===== src/rtl/iob_pcie_tx_arbiter_if.sv =====
// ---------------------------------------------------------------------------
// iob_pcie_tx_arbiter_if
//
// Bundles the requester-side TX request bus and the PCIe channel TX bus that
// the arbiter connects together.
//
//   master : the arbiter. Consumes the requester requests and the channel
//            handshakes, and drives the acknowledges, read enables, channel
//            request/data and the grant vector.
//   slave  : the environment (user cores plus channel port). This is the
//            mirror image of master.
//
// Parameters
//   C_PCI_DATA_WIDTH : channel data width in bits (32, 64 or 128)
//   N_REQ            : number of requesters (2..4)
// ---------------------------------------------------------------------------
interface iob_pcie_tx_arbiter_if #(
  parameter int C_PCI_DATA_WIDTH = 32,
  parameter int N_REQ            = 2
);

  // requester side
  logic [N_REQ-1:0]                  REQ_TX;
  logic [N_REQ-1:0]                  REQ_TX_ACK;
  logic [N_REQ-1:0]                  REQ_TX_LAST;
  logic [32*N_REQ-1:0]               REQ_TX_LEN;
  logic [31*N_REQ-1:0]               REQ_TX_OFF;
  logic [C_PCI_DATA_WIDTH*N_REQ-1:0] REQ_TX_DATA;
  logic [N_REQ-1:0]                  REQ_TX_DATA_VALID;
  logic [N_REQ-1:0]                  REQ_TX_DATA_REN;

  // channel side
  logic                              CHNL_TX_CLK;
  logic                              CHNL_TX;
  logic                              CHNL_TX_ACK;
  logic                              CHNL_TX_LAST;
  logic [31:0]                       CHNL_TX_LEN;
  logic [30:0]                       CHNL_TX_OFF;
  logic [C_PCI_DATA_WIDTH-1:0]       CHNL_TX_DATA;
  logic                              CHNL_TX_DATA_VALID;
  logic                              CHNL_TX_DATA_REN;

  // arbitration status
  logic [N_REQ-1:0]                  GRANT;

  modport master (
    input  REQ_TX, REQ_TX_LAST, REQ_TX_LEN, REQ_TX_OFF,
    input  REQ_TX_DATA, REQ_TX_DATA_VALID,
    input  CHNL_TX_ACK, CHNL_TX_DATA_REN,
    output REQ_TX_ACK, REQ_TX_DATA_REN,
    output CHNL_TX_CLK, CHNL_TX, CHNL_TX_LAST, CHNL_TX_LEN, CHNL_TX_OFF,
    output CHNL_TX_DATA, CHNL_TX_DATA_VALID,
    output GRANT
  );

  modport slave (
    output REQ_TX, REQ_TX_LAST, REQ_TX_LEN, REQ_TX_OFF,
    output REQ_TX_DATA, REQ_TX_DATA_VALID,
    output CHNL_TX_ACK, CHNL_TX_DATA_REN,
    input  REQ_TX_ACK, REQ_TX_DATA_REN,
    input  CHNL_TX_CLK, CHNL_TX, CHNL_TX_LAST, CHNL_TX_LEN, CHNL_TX_OFF,
    input  CHNL_TX_DATA, CHNL_TX_DATA_VALID,
    input  GRANT
  );

endinterface


===== src/rtl/iob_pcie_tx_arbiter.sv =====
// ---------------------------------------------------------------------------
// iob_pcie_tx_arbiter
//
// Round-robin arbiter sharing one PCIe TX channel among N_REQ requesters.
// One requester is granted per transaction. Its length, offset and last flag
// are latched at grant time, and its data/valid/read-enable are routed to the
// channel. The number of 32-bit words moved is counted so the arbiter knows
// when the transaction has ended.
//
// Ports
//   CLK  : sole clock (also forwarded as CHNL_TX_CLK)
//   RST  : asynchronous, active-high reset
//   bus  : iob_pcie_tx_arbiter_if.master
//          - REQ_TX*  : per-requester request buses (packed slices)
//          - CHNL_TX* : shared channel TX bus
//          - GRANT    : one-hot grant, zero when idle
//
// Parameters
//   C_PCI_DATA_WIDTH : channel data width (32, 64, 128)
//   N_REQ            : number of requesters (2..4)
// ---------------------------------------------------------------------------
module iob_pcie_tx_arbiter #(
  parameter int C_PCI_DATA_WIDTH = 32,
  parameter int N_REQ            = 2
) (
  input  logic                  CLK,
  input  logic                  RST,
  iob_pcie_tx_arbiter_if.master bus
);

  localparam int          PTR_W      = (N_REQ > 1) ? $clog2(N_REQ) : 1;
  localparam logic [32:0] BEAT_WORDS = 33'(C_PCI_DATA_WIDTH / 32);

  typedef enum logic [1:0] {
    IDLE = 2'd0,
    REQ  = 2'd1,
    XFER = 2'd2,
    DONE = 2'd3
  } state_t;

  state_t                      state;
  state_t                      state_nxt;

  logic [N_REQ-1:0]            grant;
  logic [PTR_W-1:0]            gidx;
  logic [PTR_W-1:0]            ptr;
  logic [PTR_W-1:0]            ptr_inc;
  logic [31:0]                 len_q;
  logic [30:0]                 off_q;
  logic                        last_q;
  // One bit wider than LEN so a length near 2^32 cannot wrap the count.
  logic [32:0]                 cnt;
  logic [32:0]                 cnt_inc;

  logic                        win_found;
  logic [PTR_W-1:0]            win_idx;
  logic [N_REQ-1:0]            win_onehot;

  logic                        valid_g;
  logic                        beat;
  logic                        xfer_end;
  logic [C_PCI_DATA_WIDTH-1:0] data_mux;

  // -------------------------------------------------------------------------
  // Winner selection: first pending request scanning upward from ptr,
  // wrapping past the top requester.
  // -------------------------------------------------------------------------
  always_comb begin : pick
    int j;
    j         = 0;
    win_found = 1'b0;
    win_idx   = '0;
    for (int k = 0; k < N_REQ; k++) begin
      j = int'(ptr) + k;
      if (j >= N_REQ) begin
        j = j - N_REQ;
      end
      if (!win_found && bus.REQ_TX[PTR_W'(j)]) begin
        win_found = 1'b1;
        win_idx   = PTR_W'(j);
      end
    end
  end

  assign win_onehot = N_REQ'(1) << win_idx;

  // Round-robin pointer moves to the requester after the one just served.
  assign ptr_inc = (gidx == PTR_W'(N_REQ - 1)) ? '0 : gidx + 1'b1;

  // -------------------------------------------------------------------------
  // Granted-requester routing
  // -------------------------------------------------------------------------
  always_comb begin : data_sel
    data_mux = '0;
    for (int i = 0; i < N_REQ; i++) begin
      if (grant[i]) begin
        data_mux = data_mux | bus.REQ_TX_DATA[C_PCI_DATA_WIDTH*i +: C_PCI_DATA_WIDTH];
      end
    end
  end

  assign valid_g  = |(bus.REQ_TX_DATA_VALID & grant);
  assign beat     = (state == XFER) && valid_g && bus.CHNL_TX_DATA_REN;
  assign cnt_inc  = cnt + BEAT_WORDS;
  // A short final beat still counts as a full beat, hence >= rather than ==.
  assign xfer_end = beat && (cnt_inc >= {1'b0, len_q});

  assign bus.CHNL_TX_CLK  = CLK;
  assign bus.CHNL_TX_DATA = data_mux;
  assign bus.GRANT        = grant;

  // -------------------------------------------------------------------------
  // FSM next state and state-decoded outputs
  // -------------------------------------------------------------------------
  always_comb begin : fsm_comb
    state_nxt              = state;
    bus.CHNL_TX            = 1'b0;
    bus.CHNL_TX_LAST       = 1'b0;
    bus.CHNL_TX_LEN        = '0;
    bus.CHNL_TX_OFF        = '0;
    bus.CHNL_TX_DATA_VALID = 1'b0;
    bus.REQ_TX_ACK         = '0;
    bus.REQ_TX_DATA_REN    = '0;

    case (state)
      IDLE: begin
        if (win_found) begin
          state_nxt = REQ;
        end
      end

      REQ: begin
        bus.CHNL_TX      = 1'b1;
        bus.CHNL_TX_LAST = last_q;
        bus.CHNL_TX_LEN  = len_q;
        bus.CHNL_TX_OFF  = off_q;
        bus.REQ_TX_ACK   = grant & {N_REQ{bus.CHNL_TX_ACK}};
        if (bus.CHNL_TX_ACK) begin
          state_nxt = (len_q == 32'd0) ? DONE : XFER;
        end
      end

      XFER: begin
        bus.CHNL_TX            = 1'b1;
        bus.CHNL_TX_LAST       = last_q;
        bus.CHNL_TX_LEN        = len_q;
        bus.CHNL_TX_OFF        = off_q;
        bus.CHNL_TX_DATA_VALID = valid_g;
        bus.REQ_TX_DATA_REN    = grant & {N_REQ{bus.CHNL_TX_DATA_REN}};
        if (xfer_end) begin
          state_nxt = DONE;
        end
      end

      DONE: begin
        state_nxt = IDLE;
      end

      default: begin
        state_nxt = IDLE;
      end
    endcase
  end

  // -------------------------------------------------------------------------
  // State, grant and latched transaction fields
  // -------------------------------------------------------------------------
  always_ff @(posedge CLK or posedge RST) begin
    if (RST) begin
      state  <= IDLE;
      grant  <= '0;
      gidx   <= '0;
      ptr    <= '0;
      len_q  <= '0;
      off_q  <= '0;
      last_q <= 1'b0;
      cnt    <= '0;
    end else begin
      state <= state_nxt;

      if (state == IDLE && win_found) begin
        grant  <= win_onehot;
        gidx   <= win_idx;
        len_q  <= bus.REQ_TX_LEN[32*win_idx +: 32];
        off_q  <= bus.REQ_TX_OFF[31*win_idx +: 31];
        last_q <= bus.REQ_TX_LAST[win_idx];
        cnt    <= '0;
      end

      if (beat) begin
        cnt <= cnt_inc;
      end

      // Grant drops as the transaction closes so DONE already shows idle
      // outputs; the pointer advances at the same moment.
      if (state != DONE && state_nxt == DONE) begin
        grant <= '0;
        ptr   <= ptr_inc;
      end
    end
  end

endmodule


===== src/flat_wrapper.sv =====
// flat-port wrapper written by rule: the top's interface ports become plain ports
module iob_pcie_tx_arbiter_flat 
#(
  parameter int C_PCI_DATA_WIDTH = 32,
  parameter int N_REQ            = 2
)
  (CLK, RST, bus_REQ_TX, bus_REQ_TX_LAST, bus_REQ_TX_LEN, bus_REQ_TX_OFF, bus_REQ_TX_DATA, bus_REQ_TX_DATA_VALID, bus_CHNL_TX_ACK, bus_CHNL_TX_DATA_REN, bus_REQ_TX_ACK, bus_REQ_TX_DATA_REN, bus_CHNL_TX_CLK, bus_CHNL_TX, bus_CHNL_TX_LAST, bus_CHNL_TX_LEN, bus_CHNL_TX_OFF, bus_CHNL_TX_DATA, bus_CHNL_TX_DATA_VALID, bus_GRANT);
  iob_pcie_tx_arbiter_if #(.C_PCI_DATA_WIDTH(C_PCI_DATA_WIDTH), .N_REQ(N_REQ)) bus_i ();
  input  logic CLK;
  input  logic RST;
  input wire logic [$bits(bus_i.REQ_TX)-1:0] bus_REQ_TX;
  input wire logic [$bits(bus_i.REQ_TX_LAST)-1:0] bus_REQ_TX_LAST;
  input wire logic [$bits(bus_i.REQ_TX_LEN)-1:0] bus_REQ_TX_LEN;
  input wire logic [$bits(bus_i.REQ_TX_OFF)-1:0] bus_REQ_TX_OFF;
  input wire logic [$bits(bus_i.REQ_TX_DATA)-1:0] bus_REQ_TX_DATA;
  input wire logic [$bits(bus_i.REQ_TX_DATA_VALID)-1:0] bus_REQ_TX_DATA_VALID;
  input wire logic [$bits(bus_i.CHNL_TX_ACK)-1:0] bus_CHNL_TX_ACK;
  input wire logic [$bits(bus_i.CHNL_TX_DATA_REN)-1:0] bus_CHNL_TX_DATA_REN;
  output wire logic [$bits(bus_i.REQ_TX_ACK)-1:0] bus_REQ_TX_ACK;
  output wire logic [$bits(bus_i.REQ_TX_DATA_REN)-1:0] bus_REQ_TX_DATA_REN;
  output wire logic [$bits(bus_i.CHNL_TX_CLK)-1:0] bus_CHNL_TX_CLK;
  output wire logic [$bits(bus_i.CHNL_TX)-1:0] bus_CHNL_TX;
  output wire logic [$bits(bus_i.CHNL_TX_LAST)-1:0] bus_CHNL_TX_LAST;
  output wire logic [$bits(bus_i.CHNL_TX_LEN)-1:0] bus_CHNL_TX_LEN;
  output wire logic [$bits(bus_i.CHNL_TX_OFF)-1:0] bus_CHNL_TX_OFF;
  output wire logic [$bits(bus_i.CHNL_TX_DATA)-1:0] bus_CHNL_TX_DATA;
  output wire logic [$bits(bus_i.CHNL_TX_DATA_VALID)-1:0] bus_CHNL_TX_DATA_VALID;
  output wire logic [$bits(bus_i.GRANT)-1:0] bus_GRANT;
  assign bus_i.REQ_TX = bus_REQ_TX;
  assign bus_i.REQ_TX_LAST = bus_REQ_TX_LAST;
  assign bus_i.REQ_TX_LEN = bus_REQ_TX_LEN;
  assign bus_i.REQ_TX_OFF = bus_REQ_TX_OFF;
  assign bus_i.REQ_TX_DATA = bus_REQ_TX_DATA;
  assign bus_i.REQ_TX_DATA_VALID = bus_REQ_TX_DATA_VALID;
  assign bus_i.CHNL_TX_ACK = bus_CHNL_TX_ACK;
  assign bus_i.CHNL_TX_DATA_REN = bus_CHNL_TX_DATA_REN;
  assign bus_REQ_TX_ACK = bus_i.REQ_TX_ACK;
  assign bus_REQ_TX_DATA_REN = bus_i.REQ_TX_DATA_REN;
  assign bus_CHNL_TX_CLK = bus_i.CHNL_TX_CLK;
  assign bus_CHNL_TX = bus_i.CHNL_TX;
  assign bus_CHNL_TX_LAST = bus_i.CHNL_TX_LAST;
  assign bus_CHNL_TX_LEN = bus_i.CHNL_TX_LEN;
  assign bus_CHNL_TX_OFF = bus_i.CHNL_TX_OFF;
  assign bus_CHNL_TX_DATA = bus_i.CHNL_TX_DATA;
  assign bus_CHNL_TX_DATA_VALID = bus_i.CHNL_TX_DATA_VALID;
  assign bus_GRANT = bus_i.GRANT;
  iob_pcie_tx_arbiter #(.C_PCI_DATA_WIDTH(C_PCI_DATA_WIDTH), .N_REQ(N_REQ)) u_core (.CLK(CLK), .RST(RST), .bus(bus_i));
endmodule

===== config.mk =====
export PLATFORM = sky130hd
export DESIGN_NAME = iob_pcie_tx_arbiter_flat
export DESIGN_NICKNAME = d
export VERILOG_FILES = /design/src/rtl/iob_pcie_tx_arbiter_if.sv /design/src/rtl/iob_pcie_tx_arbiter.sv /design/src/flat_wrapper.sv
export SDC_FILE = /design/constraint.sdc
export NUM_CORES = 1
export LEC_CHECK = 0
export BUFFER_PORTS_ARGS = -buffer_cell sky130_fd_sc_hd__buf_2
export CAP_MARGIN = 20
export CORE_MARGIN = 2
export CORE_UTILIZATION = 49
export CTS_BUF_LIST = sky130_fd_sc_hd__clkbuf_16
export DETAILED_ROUTE_END_ITERATION = 8
export GPL_ROUTABILITY_DRIVEN = 0
export HOLD_SLACK_MARGIN = 0.15
export PLACE_DENSITY = 0.81
export SYNTH_ARGS = -nofsm -noshare
export SYNTH_HDL_FRONTEND = slang
export SYNTH_SLANG_ARGS = --single-unit

===== constraint.sdc =====
create_clock -name CLK -period 4.15 [get_ports CLK]
set_input_delay 0.2075 -clock CLK [delete_from_list [all_inputs] [get_ports CLK]]
set_output_delay 0.2075 -clock CLK [all_outputs]
set_load 0.02 [all_outputs]

[Word-level counts from Yosys, hierarchy flattened]
Index checks and enable logic that the tools add are counted.
Storage, ports and cells
  flip-flop bits (word level): 103
  input bits: 200
  output and inout bits: 105
  word-level logic and storage cells: 76
Cells by class
  $add $sub $neg: 5
  multiply operators: 1
  order comparisons: 6
  equal/unequal tests: 5
  shift-type cells: 3
  multiplexer cells: 31
  bitwise operators: 4
  reduce and logical (&&, ||, !) cells: 13
Operator list (count)
  $mux 32: 3
  $mux 33: 2
  $shiftx 64x7->32: 1
  $shiftx 62x7->31: 1
  $add 33x1->33 const B: 1
  $ge 33x32->1: 1
  $logic_not 32->1: 1
  $or 32x32->32: 1
  $mux 31: 1
  $mux 1: 17
  $mux 2: 7
  $pmux 2 s4: 1
  $and 2x2->2: 3
  $eq 2x2->1 const B: 3
  $logic_and 1x1->1: 6
  $lt 1x3->1 const B: 2
  $mul 5x1->6 const A: 1
  $reduce_bool 2->1: 2
  $reduce_or 2->1: 2
  $add 1x1->2 const B: 1
  $eq 2x1->1 const B: 1
  $ge 1x2->1 const B: 1
  $ge 2x2->1 const B: 1
  $logic_not 2->1: 1
  6 further kinds: 7

[Depth between registers and ports, before layout]
Gate-level depths: netlist of the first run.
  word-level depth: 14
  mapped depth: 15
  mapped depth without buffers: 15

==> impl_metrics.json, run 1 <==
{
  "status": "complete, no violations",
  "final_cells": 1392,
  "ys_types": 48,
  "final_cell_mix": "303 x buf_2, 129 x dlygate4sd3_1, 121 x nand2_1",
  "syn_area_sq_mm": 0.00696,
  "min_path_cells": 3,
  "rows": 43,
  "drt_iter0_drc": 1145,
  "hold_path.class": "input pin to flop",
  "drc": 0,
  "arrival_ns": 4.33,
  "yosysWarnings": 0,
  "multiInputGateArea_sq_mm": 0.00406,
  "first_pass_iters": 8,
  "finClkSkew_ns": 0.0136,
  "syn_area_per_cell_sq_um": 8.76,
  "maxCapViolCount": 0,
  "area_growth_pct": 48.1,
  "io_pins": 305,
  "hp-start": "bus_REQ_TX_OFF[3]",
  "vias": 8446,
  "cts_tree": "done",
  "power_density_mw_per_mm2": 655,
  "fin_nets": 1441,
  "synth_seq_cells": 103,
  "crit_required_ns": 4.53,
  "grt.total_usage_pct": 37.9,
  "slew_headroom_pct": 33.7,
  "layout_commonest_cell": "buf_2",
  "reg2reg_slack_ns": 0.20,
  "drv_slew": 0,
  "drtAntennaViolNets": 0,
  "path_class": "flop to flop",
  "clock_latency_ns": 0.47,
  "max_clock_freq_mhz": 253,
  "regArea_sq_mm": 0.00258,
  "synthMuxAreaShare_pct": 9.35,
  "clkTransAtPathRegs_ns": 0.08,
  "synth_top_family_by_area": "simple AND/OR/NAND/NOR gates",
  "die_x_microns": 123,
  "vdd_drop_max_mv": 0.504,
  "critPathLaunchType": "flop",
  "p_leak_nw": 5.66,
  "crit_path_end_kind": "flop",
  "fillCellCount": 821,
  "async_reset_ff_share_pct": 100,
  "dpl.hpwl_mm": 16.1,
  "finalSetupTns_ns": 0,
  "place_inst": 1238,
  "grt_antenna_before_repair": 4,
  "die_h_microns": 123,
  "grt_overflow": 0,
  "placed_cell_area_sq_mm": 0.00859,
  "setup_violations": 0,
  "reg2regPathDepth": 15,
  "path_max_fanout": 7,
  "synthAdderAreaFrac_pct": 6.83,
  "final.min_clock_period_ns": 3.95,
  "ys_seq_area_share_pct": 37.1,
  "grt_max_degree": 116,
  "synth_cells": 794,
  "first_global_vias": 8119,
  "die-area_sq_mm": 0.0152,
  "drt-total-wl_mm": 29.7,
  "final_area_sq_mm": 0.0103,
  "grt_pass1_wl_mm": 43.9,
  "synth-compound-area-share_pct": 15.1,
  "finalHoldViolations": 0,
  "yosys.area_share.xor_xnor_pct": 4.10,
  "drive_gt1_share_pct": 29.2,
  "syn_nets": 1032,
  "min_to": "u_core.off_q[3]",
  "r2r-end": "u_core.ptr",
  "startpoint": "u_core.cnt[0]",
  "r2r_start": "u_core.cnt[0]",
  "whs_ns": 0.219,
  "worst_slew_pin_slew_ns": 0.995,
  "portBuffers": 303,
  "routedWlPerCell_microns": 21.3,
  "synth-edff-count": 0,
  "period_share_pct": 95.1,
  "start_util_pct": 50.1,
  "fin_util_pct": 74.2,
  "coreArea_sq_mm": 0.0139,
  "via_per_inst": 6.07,
  "ys.flop_type": "dfrtp_1",
  "synthSimpleGateAreaFrac_pct": 22.7
}
sequential cells by signal, indices dropped and copies added (netlist names):
| signal | count |
|---|---|
| u_core.state | 2 |
| u_core.gidx | 1 |
| u_core.len_q | 32 |
| u_core.last_q | 1 |
| u_core.bus.GRANT | 2 |
| u_core.off_q | 31 |
| u_core.ptr | 1 |
| u_core.cnt | 33 |
how the worst max path moves through the flow:
stage                      end  slack, ns  cells past startpoint
floorplan           u_core.ptr       0.64                     15
CTS                 u_core.ptr       0.35                     15
detailed placement  u_core.ptr       0.39                     15
global placement    u_core.ptr       0.47                     15
global route        u_core.ptr       -0.1                     15
finish              u_core.ptr       0.20                     15
cell usage after synthesis (2+ instances only):
| master | number | share of area (%) |
|---|---|---|
| nand2_1 | 122 | 6.6 |
| dfrtp_1 | 103 | 37 |
| o21ai_0 | 94 | 6.8 |
| and2_1 | 67 | 6.0 |
| mux2i_1 | 65 | 9.4 |
| inv_1 | 39 | 2.1 |
| ha_1 | 38 | 6.8 |
| clkbuf_1 | 34 | 1.8 |
| a22o_1 | 32 | 4.0 |
| nand3_1 | 28 | 2.0 |
| a21oi_1 | 20 | 1.4 |
| and3_1 | 20 | 1.8 |
| nor2_1 | 17 | 0.92 |
| xnor2_1 | 15 | 1.9 |
| xor2_1 | 12 | 1.5 |
| buf_1 | 10 | 0.54 |
| nor4_1 | 9 | 0.81 |
| a21o_1 | 8 | 0.86 |
| and4_1 | 8 | 1.0 |
| nand4_1 | 7 | 0.63 |
| nor3_1 | 4 | 0.29 |
| o31ai_1 | 4 | 0.43 |
| a31oi_1 | 3 | 0.27 |
| buf_2 | 3 | 0.22 |
| a22oi_1 | 2 | 0.22 |
| and3_4 | 2 | 0.32 |
| and4_4 | 2 | 0.32 |
| nand2b_1 | 2 | 0.18 |
| nand4_4 | 2 | 0.61 |
| nor3_4 | 2 | 0.47 |
| o22ai_1 | 2 | 0.18 |
| xnor2_2 | 2 | 0.47 |
layer usage:
layer	share of wire (%)	GRT usage, %	vias up
li1	-	-	3584
met1	35	47.2	3847
met2	45	57.2	786
met3	12	11.4	229
met4	7.5	24.2	0
met5	0	0	-
report_power, final:
part / internal [mW] / total, mW / leakage [nW] / switching (mW)
sequential: 1.34 / 1.83 / 1.33 / 0.491
clock: 0.601 / 1.06 / 0.182 / 0.462
combinational: 1.50 / 3.86 / 4.15 / 2.36
total: 3.44 / 6.75 / 5.66 / 3.31
stage by stage:
step / setup slack [ns] / power [mW]
2_1_floorplan: 0.644 / 3.87
3_3_place_gp: 0.472 / 4.89
3_5_place_dp: 0.390 / 4.95
4_1_cts: 0.346 / 6.27
5_1_grt: -0.0992 / 7.01
6_report: 0.202 / 6.75
kinds of logic after synthesis:
group / Yosys count
xor gates and xnor gates: 30
buffers and inverters: 87
DFF: 103
AOI/OAI and AO/OA: 172
muxes: 65
and+or+nand+nor: 299
adders and majority gates: 38
final cells by class:
type                            instances  area share (%)
Antenna cell                            5           0.121
Clock buffer                           13            2.96
Clock inverter                          6           0.680
Inverter                               39            1.45
Multi-Input combinational cell        604            39.4
Sequential cell                       103            25.1
Tap cell                              180            2.19
Timing Repair Buffer                  442            28.2
timing repair:
| action | CTS | global route |
|---|---|---|
| hold buffers | 129 | 0 |
| buffers inserted | 0 | 0 |
| endpoints found under the hold margin | 136 | 0 |
| resized for setup | 0 | 1 |
| setup endpoints to repair | 0 | 1 |
worst max-delay path, stage by stage (launching register included):
cell and delay [ns]:
dfrtp_1 0.46, ha_2 0.27, and4_4 0.27, nand4_4 0.18, nor2_2 0.25, and3_1 0.27, nand3_1 0.13, xnor2_1 0.22
ha_1 0.29, and4_1 0.24, and4_1 0.18, and3_1 0.18, or3_1 0.32, a211oi_2 0.27, a21oi_2 0.12, mux2i_1 0.19
Power figures use the tool's default switching activity.
==> inputs of run 2 (changes only) <==
ABC_AREA = 1   (was default)
==> impl_metrics.json, run 2 <==
{
  "critPathLaunchType": "flop",
  "reg.largest.list": "u_core.cnt (33), u_core.len_q (32), u_core.off_q (31)",
  "multiInputGateArea_sq_mm": 0.00362,
  "p_int_mw": 3.47,
  "syn_area_per_cell_sq_um": 7.16,
  "hold_path.class": "input pin to flop",
  "grt_antenna_before_repair": 5,
  "crit_required_ns": 4.52,
  "clkTransAtPathRegs_ns": 0.07,
  "setup_ws_ns": 0.323,
  "synth_cells": 998,
  "final_cell_mix": "303 x buf_2, 201 x inv_1, 174 x nand2_1",
  "vdd_drop_max_mv": 0.339,
  "ys_types": 34,
  "slowest_stage": "dfrtp_1",
  "grt_pass1_wl_mm": 42.8,
  "synth_largest_area_cell": "dfrtp_1",
  "synthMostInstantiatedCell": "inv_1",
  "drt_iter0_drc": 1004,
  "die-area_sq_mm": 0.0156,
  "drv_slew": 0,
  "crit_top_cell": "nand2_1",
  "die_h_microns": 125,
  "netlist_top_cells_count": "202 x inv_1, 176 x nand2_1, 103 x dfrtp_1",
  "status": "complete, no violations",
  "die_x_microns": 125,
  "syn_area_sq_mm": 0.00714,
  "cts_tree": "done",
  "path_max_fanout": 3,
  "area_growth_pct": 45.8,
  "finClkSkew_ns": 0.00953,
  "clockPowerShare_pct": 15.0,
  "finalHoldViolations": 0,
  "dpl.hpwl_mm": 16.8,
  "power_density_mw_per_mm2": 658,
  "clock_latency_ns": 0.47,
  "largest_reg_flops": 33,
  "via_per_inst": 5.42,
  "maxCapViolCount": 0,
  "crit_path_end_kind": "flop",
  "synth-edff-count": 0,
  "drt-total-wl_mm": 27.4,
  "final_cells": 1595,
  "arrival_ns": 4.19,
  "placed_cell_area_sq_mm": 0.00880,
  "setup_violations": 0,
  "regArea_sq_mm": 0.00258,
  "cp.depth": 26,
  "first_global_vias": 8617,
  "reg2regPathDepth": 26,
  "first_pass_iters": 7,
  "finalSetupTns_ns": 0,
  "async_reset_ff_share_pct": 100,
  "grt.total_usage_pct": 34.6,
  "power_switching_mw": 3.38,
  "p_leak_nw": 5.91,
  "drive_gt1_share_pct": 25.7,
  "cts_setup_buffers": 0,
  "ys.flop_type": "dfrtp_1",
  "path_class": "flop to flop",
  "fin_nets": 1639,
  "synthTopCellsByArea": "dfrtp_1 36%, inv_1 11%, nand2_1 9.3%",
  "syn_nets": 1236,
  "drtAntennaViolNets": 0,
  "io_pins": 305,
  "critPathBufInv": 2,
  "min_path_cells": 5,
  "cpLargestDelayFamily": "simple AND/OR/NAND/NOR gates",
  "rows": 44,
  "drc": 0,
  "vias": 8652,
  "max_clock_freq_mhz": 261,
  "worst_slew_pin_slew_ns": 1.08,
  "yosysWarnings": 0,
  "final.min_clock_period_ns": 3.83,
  "ys_seq_area_share_pct": 36.1,
  "grt_overflow": 0,
  "whs_ns": 0.171,
  "place_inst": 1448,
  "top_register": "u_core.cnt",
  "seqPwrFrac_pct": 23.0,
  "sw_frac_of_total_pct": 49.4,
  "pwr-share-comb_pct": 62.0,
  "slew_headroom_pct": 27.9,
  "grt_max_degree": 73,
  "coreArea_sq_mm": 0.0144,
  "portBuffers": 303,
  "period_share_pct": 92.2,
  "start_util_pct": 49.7,
  "yosysTopAreaCellShare_pct": 36.1,
  "synth_seq_cells": 103,
  "routedWlPerCell_microns": 17.2,
  "pre_cts_slack_ns": 0.421,
  "fillCellCount": 1040,
  "layout_commonest_cell": "buf_2",
  "slowest_delay_ns": 0.40,
  "final_area_sq_mm": 0.0104
}
==> run 2: cell count changes in the layout (fill, tap and decap cells not counted), moves of 20 or more <==
cell and change:
nor3b_1 +28, and2_1 -67, nor2_1 +69, nand3_1 -21
mux2i_1 -65, nand2_1 +53, nor3_1 +38, inv_1 +163
a21oi_1 +30, and3_1 -20
==> run 2: logic make-up (layout without fill, tap and decap cells) <==
logic type	after synthesis	in the layout	synth area share, %
compound gates	199	199	16.3
xor+xnor	24	24	2.94
fa+ha+maj	38	38	6.66
buf+inv	253	661	13.3
flops	103	103	36.1
other cells	0	5	0
simple gates	381	381	24.6
==> run 2: timing repair <==
action,CTS,global route
endpoints found under the setup margin,0,3
hold endpoints to repair,137,0
resized for setup,0,1
hold buffers,123,0
==> run 2: final cells by class <==
class / instances / area share [%]
Clock buffer: 13 / 2.93
Inverter: 205 / 7.42
Sequential cell: 103 / 24.8
Antenna cell: 5 / 0.120
Timing Repair Buffer: 436 / 27.1
Tap cell: 184 / 2.21
Multi-Input combinational cell: 642 / 34.8
Clock inverter: 7 / 0.613
==> run 2: layer usage <==
metal	GRT usage (%)	up-vias	share of wire, %
li1	-	3989	-
met1	39.0	3954	36
met2	58.8	552	49
met3	7.90	157	8.5
met4	22.6	0	6.5
met5	0	-	0
==> run 2: path summary, 6_finish.rpt <==
path | from | to | slack (ns)
max in group asynchronous | RST | u_core.cnt[20] | 2.71
setup reg to reg | u_core.cnt[0] | u_core.ptr | 0.32
setup / recovery | u_core.cnt[0] | u_core.ptr | 0.32
min in group asynchronous | RST | u_core.len_q[21] | 0.47
hold / removal | bus_REQ_TX_LEN[3] | u_core.len_q[3] | 0.17
hold reg to reg | u_core.gidx | u_core.ptr | 0.53
==> run 2: worst min-delay path: cells and delay by family <==
family,cells,cell delay [ns]
AO/OA/AOI/OAI,3,0.22
buffers and inverters,2,0.18
==> run 2: per-stage QoR <==
step	total power, mW	utilization [%]
3_3_place_gp	5.20	61.2
4_1_cts	6.67	72.3
6_report	6.85	72.4
2_1_floorplan	4.04	-
5_1_grt	7.24	72.4
3_5_place_dp	5.26	61.2
==> run 2: power groups by stage <==
stage / sequential, mW / clock (mW) / combinational (mW)
after detailed placement: 1.57 / 0.0225 / 3.67
after global placement: 1.55 / 0.0225 / 3.63
after CTS: 1.55 / 1.03 / 4.09
final: 1.57 / 1.03 / 4.25
after floorplan: 1.52 / 0.0282 / 2.49
after global routing: 1.60 / 1.08 / 4.56
